==> config.mk <==
export PLATFORM = sky130hd
export DESIGN_NAME = md_sequencer_flat
export DESIGN_NICKNAME = d
export VERILOG_FILES = /design/src/rtl/md_sequencer_if.sv /design/src/rtl/md_sequencer.sv /design/src/flat_wrapper.sv
export SDC_FILE = /design/constraint.sdc
export NUM_CORES = 1
export LEC_CHECK = 0
export CELL_PAD_IN_SITES_DETAIL_PLACEMENT = 1
export CELL_PAD_IN_SITES_GLOBAL_PLACEMENT = 1
export CORE_MARGIN = 1
export CORE_UTILIZATION = 42
export CTS_CLUSTER_DIAMETER = 50
export DETAILED_ROUTE_END_ITERATION = 6
export GPL_TIMING_DRIVEN = 1
export PLACE_DENSITY = 0.86
export REMOVE_ABC_BUFFERS = 1
export SYNTH_ARGS = -nofsm -noshare
export SYNTH_HDL_FRONTEND = slang
export SYNTH_SLANG_ARGS = --single-unit
export TNS_END_PERCENT = 100
==> constraint.sdc <==
create_clock -name clk -period 4.4 [get_ports clk]
set_input_delay 0.88 -clock clk [delete_from_list [all_inputs] [get_ports clk]]
set_output_delay 0.88 -clock clk [all_outputs]
set_load 0.05 [all_outputs]
==> src/rtl/md_sequencer_if.sv <==
// EX-stage multiply/divide request and HI/LO read-back bundle.
// The EX side is master, the sequencer is slave.
interface md_sequencer_if #(
    parameter int WIDTH = 32
);
    logic             Start_E;
    logic [1:0]       MD_Op_E;
    logic [WIDTH-1:0] Src_AE;
    logic [WIDTH-1:0] Src_BE;
    logic             MT_HI_E;
    logic             MT_LO_E;
    logic             Read_HiLo_E;
    logic             Read_Sel_E;
    logic [WIDTH-1:0] HiLo_Out_E;
    logic             MD_Busy;
    logic             Stall_MD;
    logic             Div_By_Zero;

    modport master (
        output Start_E, MD_Op_E, Src_AE, Src_BE,
        output MT_HI_E, MT_LO_E, Read_HiLo_E, Read_Sel_E,
        input  HiLo_Out_E, MD_Busy, Stall_MD, Div_By_Zero
    );

    modport slave (
        input  Start_E, MD_Op_E, Src_AE, Src_BE,
        input  MT_HI_E, MT_LO_E, Read_HiLo_E, Read_Sel_E,
        output HiLo_Out_E, MD_Busy, Stall_MD, Div_By_Zero
    );
endinterface

==> src/rtl/md_sequencer.sv <==
// Iterative 32-step multiply / restoring divide unit owning HI and LO.
// Signed ops run on magnitudes; signs are re-applied in the FIX state.
module md_sequencer #(
    parameter int WIDTH = 32
) (
    input logic        clk,
    input logic        rst,
    md_sequencer_if.slave md
);
    localparam int W = WIDTH;

    localparam logic [1:0] S_IDLE = 2'd0;
    localparam logic [1:0] S_MUL  = 2'd1;
    localparam logic [1:0] S_DIV  = 2'd2;
    localparam logic [1:0] S_FIX  = 2'd3;

    logic [1:0]     state_q, state_d;
    logic [4:0]     cnt_q, cnt_d;
    logic [2*W-1:0] acc_q, acc_d;
    logic [W-1:0]   a_q, a_d;
    logic [W-1:0]   b_q, b_d;
    logic           neg_q, neg_d;
    logic           rneg_q, rneg_d;
    logic           mul_q, mul_d;
    logic           div0_q, div0_d;
    logic           dz_q, dz_d;
    logic [W-1:0]   hi_q, hi_d;
    logic [W-1:0]   lo_q, lo_d;

    logic           sgn, neg_a, neg_b;
    logic [W-1:0]   abs_a, abs_b;
    logic [W:0]     madd, rsh, dif;
    logic [2*W-1:0] prod;
    logic [W-1:0]   quot, rem;

    assign sgn   = ~md.MD_Op_E[0];
    assign neg_a = sgn & md.Src_AE[W-1];
    assign neg_b = sgn & md.Src_BE[W-1];
    assign abs_a = neg_a ? -md.Src_AE : md.Src_AE;
    assign abs_b = neg_b ? -md.Src_BE : md.Src_BE;

    // Multiply: multiplier LSB gates the add into the upper half, then shift.
    assign madd = {1'b0, acc_q[2*W-1:W]} + (b_q[0] ? {1'b0, a_q} : '0);
    // Divide: partial remainder in the upper half, quotient fills the lower.
    assign rsh  = {acc_q[2*W-1:W], a_q[W-1]};
    assign dif  = rsh - {1'b0, b_q};

    assign prod = neg_q ? -acc_q : acc_q;
    assign quot = neg_q ? -acc_q[W-1:0] : acc_q[W-1:0];
    assign rem  = rneg_q ? -acc_q[2*W-1:W] : acc_q[2*W-1:W];

    always_comb begin
        state_d = state_q;
        cnt_d   = cnt_q;
        acc_d   = acc_q;
        a_d     = a_q;
        b_d     = b_q;
        neg_d   = neg_q;
        rneg_d  = rneg_q;
        mul_d   = mul_q;
        div0_d  = div0_q;
        hi_d    = hi_q;
        lo_d    = lo_q;
        dz_d    = 1'b0;
        unique case (state_q)
            S_IDLE: begin
                if (md.Start_E) begin
                    a_d    = abs_a;
                    b_d    = abs_b;
                    neg_d  = neg_a ^ neg_b;
                    rneg_d = neg_a;
                    acc_d  = '0;
                    cnt_d  = '0;
                    mul_d  = ~md.MD_Op_E[1];
                    div0_d = 1'b0;
                    if (!md.MD_Op_E[1]) begin
                        state_d = S_MUL;
                    end else if (md.Src_BE == '0) begin
                        state_d = S_FIX;
                        div0_d  = 1'b1;
                        a_d     = md.Src_AE;
                    end else begin
                        state_d = S_DIV;
                    end
                end else begin
                    if (md.MT_HI_E) hi_d = md.Src_AE;
                    if (md.MT_LO_E) lo_d = md.Src_AE;
                end
            end
            S_MUL: begin
                acc_d = {madd, acc_q[W-1:1]};
                b_d   = b_q >> 1;
                cnt_d = cnt_q + 5'd1;
                if (cnt_q == 5'd31) state_d = S_FIX;
            end
            S_DIV: begin
                acc_d = {dif[W] ? rsh[W-1:0] : dif[W-1:0],
                         acc_q[W-2:0], ~dif[W]};
                a_d   = a_q << 1;
                cnt_d = cnt_q + 5'd1;
                if (cnt_q == 5'd31) state_d = S_FIX;
            end
            S_FIX: begin
                state_d = S_IDLE;
                if (div0_q) begin
                    hi_d = a_q;
                    lo_d = '1;
                    dz_d = 1'b1;
                end else if (mul_q) begin
                    hi_d = prod[2*W-1:W];
                    lo_d = prod[W-1:0];
                end else begin
                    hi_d = rem;
                    lo_d = quot;
                end
            end
            default: state_d = S_IDLE;
        endcase
    end

    always_ff @(posedge clk) begin
        if (rst) begin
            state_q <= S_IDLE;
            cnt_q   <= '0;
            acc_q   <= '0;
            a_q     <= '0;
            b_q     <= '0;
            neg_q   <= 1'b0;
            rneg_q  <= 1'b0;
            mul_q   <= 1'b0;
            div0_q  <= 1'b0;
            dz_q    <= 1'b0;
            hi_q    <= '0;
            lo_q    <= '0;
        end else begin
            state_q <= state_d;
            cnt_q   <= cnt_d;
            acc_q   <= acc_d;
            a_q     <= a_d;
            b_q     <= b_d;
            neg_q   <= neg_d;
            rneg_q  <= rneg_d;
            mul_q   <= mul_d;
            div0_q  <= div0_d;
            dz_q    <= dz_d;
            hi_q    <= hi_d;
            lo_q    <= lo_d;
        end
    end

    assign md.MD_Busy     = (state_q != S_IDLE);
    assign md.Div_By_Zero = dz_q;
    assign md.HiLo_Out_E  = md.Read_Sel_E ? hi_q : lo_q;
    assign md.Stall_MD    = md.MD_Busy & (md.Start_E | md.Read_HiLo_E |
                                           md.MT_HI_E | md.MT_LO_E);
endmodule

==> src/flat_wrapper.sv <==
// flat-port wrapper written by rule: the top's interface ports become plain ports
module md_sequencer_flat 
#(
    parameter int WIDTH = 32
)
  (clk, rst, md_Start_E, md_MD_Op_E, md_Src_AE, md_Src_BE, md_MT_HI_E, md_MT_LO_E, md_Read_HiLo_E, md_Read_Sel_E, md_HiLo_Out_E, md_MD_Busy, md_Stall_MD, md_Div_By_Zero);
  md_sequencer_if #(.WIDTH(WIDTH)) md_i ();
  input logic clk;
  input logic rst;
  input wire logic [$bits(md_i.Start_E)-1:0] md_Start_E;
  input wire logic [$bits(md_i.MD_Op_E)-1:0] md_MD_Op_E;
  input wire logic [$bits(md_i.Src_AE)-1:0] md_Src_AE;
  input wire logic [$bits(md_i.Src_BE)-1:0] md_Src_BE;
  input wire logic [$bits(md_i.MT_HI_E)-1:0] md_MT_HI_E;
  input wire logic [$bits(md_i.MT_LO_E)-1:0] md_MT_LO_E;
  input wire logic [$bits(md_i.Read_HiLo_E)-1:0] md_Read_HiLo_E;
  input wire logic [$bits(md_i.Read_Sel_E)-1:0] md_Read_Sel_E;
  output wire logic [$bits(md_i.HiLo_Out_E)-1:0] md_HiLo_Out_E;
  output wire logic [$bits(md_i.MD_Busy)-1:0] md_MD_Busy;
  output wire logic [$bits(md_i.Stall_MD)-1:0] md_Stall_MD;
  output wire logic [$bits(md_i.Div_By_Zero)-1:0] md_Div_By_Zero;
  assign md_i.Start_E = md_Start_E;
  assign md_i.MD_Op_E = md_MD_Op_E;
  assign md_i.Src_AE = md_Src_AE;
  assign md_i.Src_BE = md_Src_BE;
  assign md_i.MT_HI_E = md_MT_HI_E;
  assign md_i.MT_LO_E = md_MT_LO_E;
  assign md_i.Read_HiLo_E = md_Read_HiLo_E;
  assign md_i.Read_Sel_E = md_Read_Sel_E;
  assign md_HiLo_Out_E = md_i.HiLo_Out_E;
  assign md_MD_Busy = md_i.MD_Busy;
  assign md_Stall_MD = md_i.Stall_MD;
  assign md_Div_By_Zero = md_i.Div_By_Zero;
  md_sequencer #(.WIDTH(WIDTH)) u_core (.clk(clk), .rst(rst), .md(md_i));
endmodule
==> results of run 1 <==
-- worst min-delay path by stage --
stage / cells past startpoint / end / from
3_3_place_gp: 2 / u_core.hi_q[20] / u_core.hi_q[20]
4_1_cts: 2 / u_core.hi_q[20] / u_core.hi_q[20]
2_1_floorplan: 2 / u_core.hi_q[16] / u_core.hi_q[16]
5_1_grt: 2 / u_core.hi_q[20] / u_core.hi_q[20]
6_report: 2 / u_core.hi_q[20] / u_core.hi_q[20]
3_5_place_dp: 2 / u_core.hi_q[20] / u_core.hi_q[20]
-- synthesized netlist by cell type (all sizes together) (16+ instances only) --
cell	count	area (um^2)
nand4	17	106
a221oi	17	149
dfxtp	204	4080
buf	18	85.1
a21o	27	203
ha	75	938
a22oi	43	323
nor2	241	905
a211oi	40	305
o31ai	25	193
a31oi	31	194
inv	70	263
o21ai	170	851
xor2	78	683
mux2	33	372
clkbuf	146	549
nand2	304	1140
and3	28	175
o211ai	47	353
nor4	23	174
a21boi	16	120
and2	40	250
nor3	58	290
nand3	36	180
xnor2	90	788
a21oi	222	1110
-- flip-flops by register name, indices dropped and copies added, names as in the netlist --
signal                 cells
u_core.a_q                32
u_core.mul_q               1
u_core.acc_q              64
u_core.hi_q               32
u_core.md.Div_By_Zero      1
u_core.b_q                32
u_core.state_q             2
u_core.lo_q               32
u_core.cnt_q               5
u_core.neg_q               1
u_core.rneg_q              1
u_core.div0_q              1
-- worst max-delay path: cells and delay by family (launching register included) --
family                   cells  cell delay (ns)
AO/OA/AOI/OAI                7             1.67
XOR/XNOR                     1             0.18
buffers and inverters        1             0.30
adder cells (fa/ha/maj)      2             0.40
flip-flops                   1             0.40
AND/OR/NAND/NOR              2             0.71
-- kinds of logic (layout without fill, tap and decap cells) --
family / Yosys count / after routing / share of synthesized area [%]
xor+xnor: 168 / 168 / 8.98
mux: 47 / 47 / 3.12
buf+inv: 234 / 282 / 5.48
simple gates: 829 / 829 / 23.2
compound gates: 735 / 735 / 28.3
flops: 204 / 204 / 24.9
fa+ha+maj: 77 / 77 / 5.97
other cells: 0 / 1 / 0
-- metrics by stage --
stage	setup slack [ns]	instance area [um^2]	TNS [ns]	utilization, %
floorplan	-0.592	15800	-8.99	-
global placement	0.564	18300	0	48.0
detailed placement	0.382	18300	0	48.0
CTS	0.650	19300	0	50.6
global route	0.430	19300	0	50.6
finish	0.620	19300	0	50.7
-- power by group through the flow --
stage | Clock [mW] | Combinational [mW] | Sequential (mW)
4_1_cts | 2.42 | 4.06 | 2.38
3_3_place_gp | 0 | 3.89 | 2.40
6_report | 2.40 | 4.13 | 2.39
2_1_floorplan | 0 | 2.47 | 2.32
5_1_grt | 2.48 | 4.46 | 2.41
3_5_place_dp | 0 | 4.02 | 2.41
-- layout make-up --
type / instances / share of cell area [%]
clock buffers: 39 / 4.39
well taps: 511 / 3.32
clock inverters: 14 / 0.747
repair buffers: 159 / 9.39
flip-flops and latches: 204 / 21.2
inverters: 70 / 1.36
diodes: 1 / 0.0130
multi-input cells: 1856 / 59.6
-- layer usage --
metal	track usage, %	part of all wire [%]	up-vias
li1	-	-	8295
met1	40.8	43	8851
met2	51.9	47	679
met3	3.86	6.1	165
met4	13.9	4.2	0
met5	0	0	-
==> run_results.csv, run 1 <==
group,metric,value,unit
run_status,status,"complete, no violations",
global_route,antenna_found_initial,0,
power,p_seq_share,26.8,%
sta,fmax,265,MHz
sta,fin_skew,0.0374,ns
sta,relSlewSlack,19.0,%
finish,final_cells,2854,
finish,num-fill-cells,4825,
sta,worst_pin_slew,1.21,ns
power,p_leak,7.50,nW
worst_setup_path,worstReg2RegStart,"u_core.b_q[0]",
yosys,ys_seq_elements,204,
placed_design,dp_hpwl,46.1,mm
placed_design,io_buffers,107,
power,p_sw_share,44.6,%
die,die_h,200,um
sta,rsz0062_at_grt,"no",
yosys,synth_seq_area_share,24.9,%
clock_tree,ctsResizeCount,0,
clock_tree,cts_hold_buf,0,
global_route,first_global_vias,18300,
sta,slew_violations,0,
clock_tree,clock_latency,0.59,ns
worst_setup_path,critical-path-max-stage-delay,0.52,ns
sta,period_share,85.9,%
finish,areaGrowthSynthToFinish,17.5,%
finish,finalNetCount,2472,
sta,period_needed,3.78,ns
clock_tree,cts-root-buf,"clkbuf_16",
detailed_routing,drtIter0Drc,1568,
worst_setup_path,cp.arrival,4.23,ns
clock_tree,clk_path_buf_depth,3,
worst_setup_path,critPathLaunchType,"register",
finish,multi_input_area,11500,um^2
global_route,overflow,0,
clock_tree,cts_tree,"done",
global_route,grt_use_total,31.4,%
yosys,synth_edf_count,0,
worst_setup_path,path_class,"register to register",
clock_tree,cts_sinks,204,
placed_design,gp_congestion,0.908,
detailed_routing,viasPerCell,6.30,
die,dieArea,39800,um^2
finish,drive_above_1_share,8.67,%
worst_setup_path,reg2reg_depth,13,
worst_setup_path,crit_top_cell,"a21oi_1",
clock_tree,cts_setup_buffers,0,
worst_setup_path,crit_start,"u_core.b_q[0]",
power,p_sw,3.98,mW
die,fp.dieW,200,um
run,maxCapViolations,0,
yosys,synth_area,16400,um^2
placed_design,dp_cells,2800,
clock_tree,cts_buffers,31,
sta,hold_violations,0,
clock_tree,clk_pin_slew_worst_paths,0.06,ns
worst_setup_path,rrSetupSlack,0.62,ns
power,ir_drop,0.453,mV
finish,seq_area,4080,um^2
sta,setup_viol,0,
yosys,yosysWarnings,0,
die,core-area,38000,um^2
die,ios,108,
die,initial_core_util,43.1,%
power,power.total,8.91,mW
finish,final_cell_mix,"304 x nand2_1, 241 x nor2_1, 218 x a21oi_1",
worst_setup_path,path_cells,"buf_4 > and2_1 > ha_1 > fa_1 > a21oi_1 > o211a_1 > or3b_2 > a21oi_1 > a21bo_2 > a41oi_1 > o41ai_1 > xnor2_1 > o2bb2ai_1",
worst_setup_path,r2r_end,"u_core.acc_q[59]",
detailed_routing,vias,18000,
hold_path,hp-class,"register to register",
yosys,synth.distinct_cells,76,
yosys,synthCells,2294,
worst_setup_path,crit_end,"u_core.acc_q[59]",
worst_setup_path,end_kind,"register",
finish,final_common_cell,"nand2_1",
global_route,grt_max_degree,109,
yosys,synthArstFlopShare,0,%
worst_setup_path,crit_required,4.85,ns
clock_tree,cts-htree-levels,1,
yosys,synth_flop_cell,"dfxtp_1",
die,rows,71,
power,clkPwrFrac,26.9,%
yosys,syn_area_per_cell,7.14,um^2
detailed_routing,dr.pass1.iters,7,
power,internal_power,4.94,mW
global_route,grt_pass1_wl,99.3,mm
detailed_routing,drc_errors,0,
worst_setup_path,path_max_fanout,32,
sta,finalHoldWorstSlack,0.451,ns
detailed_routing,drt-total-wl,63.5,mm
power,power_frac_comb,46.3,%
detailed_routing,detail_route.wl_per_cell,22.3,um
power,power.density,463,nW/um^2
detailed_routing,postRouteAntennaNets,0,
worst_setup_path,slowest_stage,"or3b_2",
Power figures use the tool's default switching activity.
==> run 2, diff against run 1 <==
Settings changed: ABC_CLOCK_PERIOD_IN_PS set to 4400, CORE_MARGIN 1 to 8, REMOVE_ABC_BUFFERS 1 to not set.
==> run_results.csv, run 2 (same netlist as run 1, synthesis figures left out) <==
group,metric,value,unit
power,power.density,476,nW/um^2
sta,hold_violations,0,
worst_setup_path,cp_top_family,"compound AO/OA/AOI/OAI gates",
finish,multi_input_area,11500,um^2
detailed_routing,postRouteAntennaNets,0,
finish,num-fill-cells,4867,
power,p_leak,7.50,nW
finish,largest-register,"u_core.acc_q",
sta,fmax,260,MHz
die,initial_core_util,42.5,%
sta,fin_skew,0.0252,ns
die,dieArea,45600,um^2
worst_setup_path,slowest_stage,"dfxtp_1",
sta,relSlewSlack,30.5,%
placed_design,dp_cells,2811,
clock_tree,cts_hold_buf,0,
finish,final_common_cell,"nand2_1",
finish,largest_register_ffs,64,
sta,period_needed,3.84,ns
finish,diodes,0,
global_route,grt_pass1_wl,104,mm
placed_design,gp_congestion,0.933,
clock_tree,cts-htree-levels,2,
finish,drive_above_1_share,9.30,%
sta,finalWorstSetupSlack,0.556,ns
detailed_routing,drc_errors,0,
die,die_h,214,um
global_route,first_global_vias,18500,
power,power.total,9.09,mW
power,ir_drop,0.520,mV
sta,setup_viol,0,
placed_design,io_buffers,107,
sta,finalHoldWorstSlack,0.454,ns
worst_setup_path,crit_required,4.82,ns
detailed_routing,vias,18000,
sta,rsz0062_at_grt,"no",
run,maxCapViolations,0,
worst_setup_path,path_cells,"ha_1 > fa_1 > nand2b_1 > a21oi_1 > o21bai_1 > a21oi_1 > buf_4 > o21ai_0 > xor2_2 > buf_4 > and3_1 > a31oi_1 > a221oi_1",
finish,seq_area,4080,um^2
clock_tree,cts_setup_buffers,0,
worst_setup_path,end_kind,"register",
sta,worst_pin_slew,1.04,ns
placed_design,dp_hpwl,48.8,mm
finish,post-route-util,49.5,%
yosys,syn_nets,2444,
worst_setup_path,crit_cells,13,
global_route,overflow,0,
sta,tns,0,ns
worst_setup_path,path_buf_inv,2,
finish,design_area,19100,um^2
worst_setup_path,critical-path-max-stage-delay,0.72,ns
global_route,antenna_found_initial,1,
global_route,grt_max_degree,102,
detailed_routing,drt-total-wl,66.2,mm
sta,slew_violations,0,
placed_design,placed_cell_area,18000,um^2
die,ios,108,
worst_setup_path,path_max_fanout,27,
die,fp.dieW,214,um
clock_tree,ctsResizeCount,0,
worst_setup_path,path_class,"register to register",
placed_design,pre_cts_ws,0.205,ns
finish,areaGrowthSynthToFinish,16.5,%
clock_tree,cts_sinks,204,
worst_setup_path,cp.arrival,4.27,ns
detailed_routing,viasPerCell,6.26,
finish,final_cells,2872,
clock_tree,clk_pin_slew_worst_paths,0.05,ns
clock_tree,clock_latency,0.54,ns
worst_setup_path,reg2reg_depth,13,
finish,finalNetCount,2479,
clock_tree,cts_tree,"done",
detailed_routing,dr.pass1.iters,5,
clock_tree,cts_buffers,34,
finish,final_cell_mix,"304 x nand2_1, 241 x nor2_1, 218 x a21oi_1",
global_route,grt_use_total,28.5,%
hold_path,hp-class,"register to register",
die,rows,72,
worst_setup_path,critPathLaunchType,"register",
sta,period_share,87.4,%
clock_tree,cts-root-buf,"clkbuf_16",
detailed_routing,detail_route.wl_per_cell,23.1,um
run_status,status,"complete, no violations",
detailed_routing,drtIter0Drc,1610,
die,core-area,38600,um^2
hold_path,whs_path_depth,2,
clock_tree,clk_path_buf_depth,3,
## run 2: power breakdown
part           total (mW)  switching, mW  internal [mW]
logic                4.01           2.73           1.28
clock network        2.66           1.06           1.60
registers            2.41          0.283           2.13
## run 2: area by class of cell
cell class | instances | share of cell area (%)
well taps | 518 | 3.39
clock inverters | 22 | 0.970
clock buffers | 39 | 4.87
multi-input cells | 1856 | 60.1
inverters | 70 | 1.38
repair buffers | 163 | 7.92
flip-flops and latches | 204 | 21.4
## run 2: worst register-to-register path: cells and delay by family, from the launching register on
| kind | cells | cell delay [ns] |
|---|---|---|
| and+or+nand+nor | 2 | 0.36 |
| adders and majority gates | 2 | 0.57 |
| xor gates and xnor gates | 1 | 0.20 |
| DFF | 1 | 0.72 |
| AOI/OAI and AO/OA | 6 | 1.44 |
| buffers and inverters | 2 | 0.48 |
## run 2: metal layers
layer  up-vias  part of all wire (%)  global-route usage [%]
met1      8886                    44                    37.4
met3       167                   6.7                    4.85
li1       8306                     -                       -
met5         -                 0.017                       0
met2       629                    46                    46.1
met4         2                   3.6                    11.3
## run 2: worst paths after layout
check                                     from          endpoint  slack [ns]
worst max-delay path             u_core.b_q[0]  u_core.acc_q[38]        0.56
worst min-delay path            u_core.b_q[26]    u_core.b_q[26]        0.45
worst max register to register   u_core.b_q[0]  u_core.acc_q[38]        0.56
worst min register to register  u_core.b_q[26]    u_core.b_q[26]        0.45
==> run 3, diff against run 2 <==
Settings changed: ABC_AREA set to 1, PLACE_DENSITY 0.86 to 0.89.
==> run_results.csv, run 3 <==
group,metric,value,unit
global_route,grt_use_total,30.8,%
yosys,synth_area,18900,um^2
yosys,yosys.area_share.simple,38.6,%
yosys,synthXorXnorAreaFrac,2.03,%
clock_tree,cts-htree-levels,1,
die,rows,78,
detailed_routing,postRouteAntennaNets,0,
sta,slew_violations,0,
power,ir_drop,0.561,mV
worst_setup_path,cp.arrival,2.73,ns
worst_setup_path,critPathLaunchType,"input port",
sta,worst_pin_slew,0.923,ns
die,die_h,228,um
yosys,synth_common_cells,"993 x nand2_1, 427 x inv_1, 362 x a21oi_1",
finish,largest_register_ffs,64,
hold_path,hp-class,"register to register",
worst_setup_path,cp_top_family,"buffers and inverters",
run,maxCapViolations,0,
detailed_routing,drtIter0Drc,2224,
sta,finalHoldWorstSlack,0.463,ns
yosys,synthCells,3341,
global_route,grt_pass1_wl,130,mm
clock_tree,clk_path_buf_depth,3,
global_route,grt_max_degree,79,
sta,setup_viol,0,
die,dieArea,52200,um^2
detailed_routing,vias,23400,
finish,finalNetCount,3524,
finish,areaGrowthSynthToFinish,13.4,%
placed_design,gp_congestion,1.01,
clock_tree,cts_hold_buf,0,
yosys,yosysWarnings,0,
yosys,synth_most_common_cell,"nand2_1",
yosys,synth_top_area_share,21.6,%
detailed_routing,drc_errors,0,
finish,final_common_cell,"nand2_1",
worst_setup_path,crit_required,3.52,ns
yosys,synth_edf_count,0,
sta,period_share,82.0,%
yosys,syn_area_per_cell,5.67,um^2
sta,relSlewSlack,38.5,%
yosys,synth_seq_area_share,21.6,%
worst_setup_path,critical-path-max-stage-delay,0.88,ns
finish,largest-register,"u_core.acc_q",
yosys,synthArstFlopShare,0,%
worst_setup_path,path_buf_inv,2,
yosys,yosysTopAreaCell,"dfxtp_1",
yosys,syn_nets,3491,
worst_setup_path,path_cells,"buf_2 > nand2_1 > o21ai_0 > clkdlybuf4s50_1",
worst_setup_path,path_class,"input port to primary output",
sta,rsz0062_at_grt,"no",
die,ios,108,
worst_setup_path,slowest_stage,"clkdlybuf4s50_1",
die,fp.dieW,228,um
detailed_routing,detail_route.wl_per_cell,21.1,um
placed_design,dp_hpwl,65.0,mm
yosys,synth_area_leaders,"dfxtp_1 22%, nand2_1 20%, a21oi_1 9.6%",
clock_tree,cts-root-buf,"clkbuf_16",
placed_design,io_buffers,107,
clock_tree,ctsResizeCount,0,
sta,fin_skew,0.0463,ns
power,power.density,504,nW/um^2
finish,drive_above_1_share,5.53,%
finish,final_cell_mix,"993 x nand2_1, 426 x inv_1, 361 x a21oi_1",
sta,hold_violations,0,
yosys,synth.distinct_cells,49,
finish,post-route-util,47.8,%
worst_setup_path,end_kind,"primary output",
power,p_leak,10.3,nW
global_route,first_global_vias,23200,
detailed_routing,viasPerCell,5.84,
clock_tree,cts_sinks,204,
clock_tree,cts_setup_buffers,0,
yosys,synth_mux_area_share,0.535,%
global_route,antenna_found_initial,2,
die,initial_core_util,42.1,%
yosys,synth_flop_cell,"dfxtp_1",
clock_tree,clock_latency,0.61,ns
sta,tns,0,ns
yosys,ys_seq_elements,204,
sta,fmax,277,MHz
clock_tree,cts_buffers,30,
clock_tree,cts_tree,"done",
die,core-area,45000,um^2
worst_setup_path,path_max_fanout,55,
sta,period_needed,3.61,ns
yosys,synthAdderAreaFrac,5.16,%
yosys,synth_compound_area_share,20.1,%
detailed_routing,drt-total-wl,84.5,mm
yosys,synth_top_family_by_area,"simple AND/OR/NAND/NOR gates",
clock_tree,clk_pin_slew_worst_paths,0.05,ns
run_status,status,"complete, no violations",
detailed_routing,dr.pass1.iters,5,
global_route,overflow,0,
-- run 3: power breakdown --
group	switching [mW]	leakage, nW	internal [mW]
combinational	4.11	8.18	1.58
clock	1.04	0.502	1.55
sequential	0.341	1.66	2.22
total	5.49	10.3	5.34
-- run 3: final cells by class --
cell class              instances  area [um^2]
repair buffers                138         1320
flip-flops and latches        204         4080
diodes                          1         2.50
clock inverters                20          267
fillers                      6322        23500
well taps                     600          751
inverters                     442         1660
clock buffers                  36          793
multi-input cells            2558        12600
-- run 3: worst paths after layout --
kind                                  startpoint                end  slack (ns)  cells past startpoint
worst max-delay path               md_Read_Sel_E  md_HiLo_Out_E[19]        0.79                      4
worst min-delay path              u_core.b_q[30]     u_core.b_q[30]        0.46                      2
worst max register to register  u_core.acc_q[46]   u_core.acc_q[48]        1.00                     17
worst min register to register    u_core.b_q[30]     u_core.b_q[30]        0.46                      2
-- run 3: through the flow --
stage,instances,setup slack [ns],instance area [um^2],total power [mW]
4_1_cts,3998,0.829,21500,10.7
3_3_place_gp,3942,0.932,20400,7.90
5_1_grt,3998,0.719,21500,11.4
3_5_place_dp,3942,0.842,20400,8.06
2_1_floorplan,3341,1.11,18900,6.28
6_report,3999,0.791,21500,10.8
-- run 3: routing by layer --
| layer | track usage [%] | vias to the layer above | routed length, um |
|---|---|---|---|
| li1 | - | 10900 | - |
| met1 | 39.2 | 11200 | 34800 |
| met2 | 50.1 | 1022 | 37800 |
| met3 | 5.96 | 261 | 7600 |
| met4 | 13.5 | 2 | 4310 |
| met5 | 0 | - | 13 |
-- run 3: worst min-delay path, stage by stage (launching register included) --
cell and delay [ns]:
dfxtp_1 0.31, nand2_1 0.06, a21oi_1 0.05
-- run 3: logic make-up (layout without fill, tap and decap cells) --
kind of cell,Yosys count,in the layout
buffers and inverters,579,636
DFF,204,204
other,0,1
and+or+nand+nor,1731,1731
muxes,9,9
AOI/OAI and AO/OA,697,697
xor gates and xnor gates,44,44
adders and majority gates,77,77
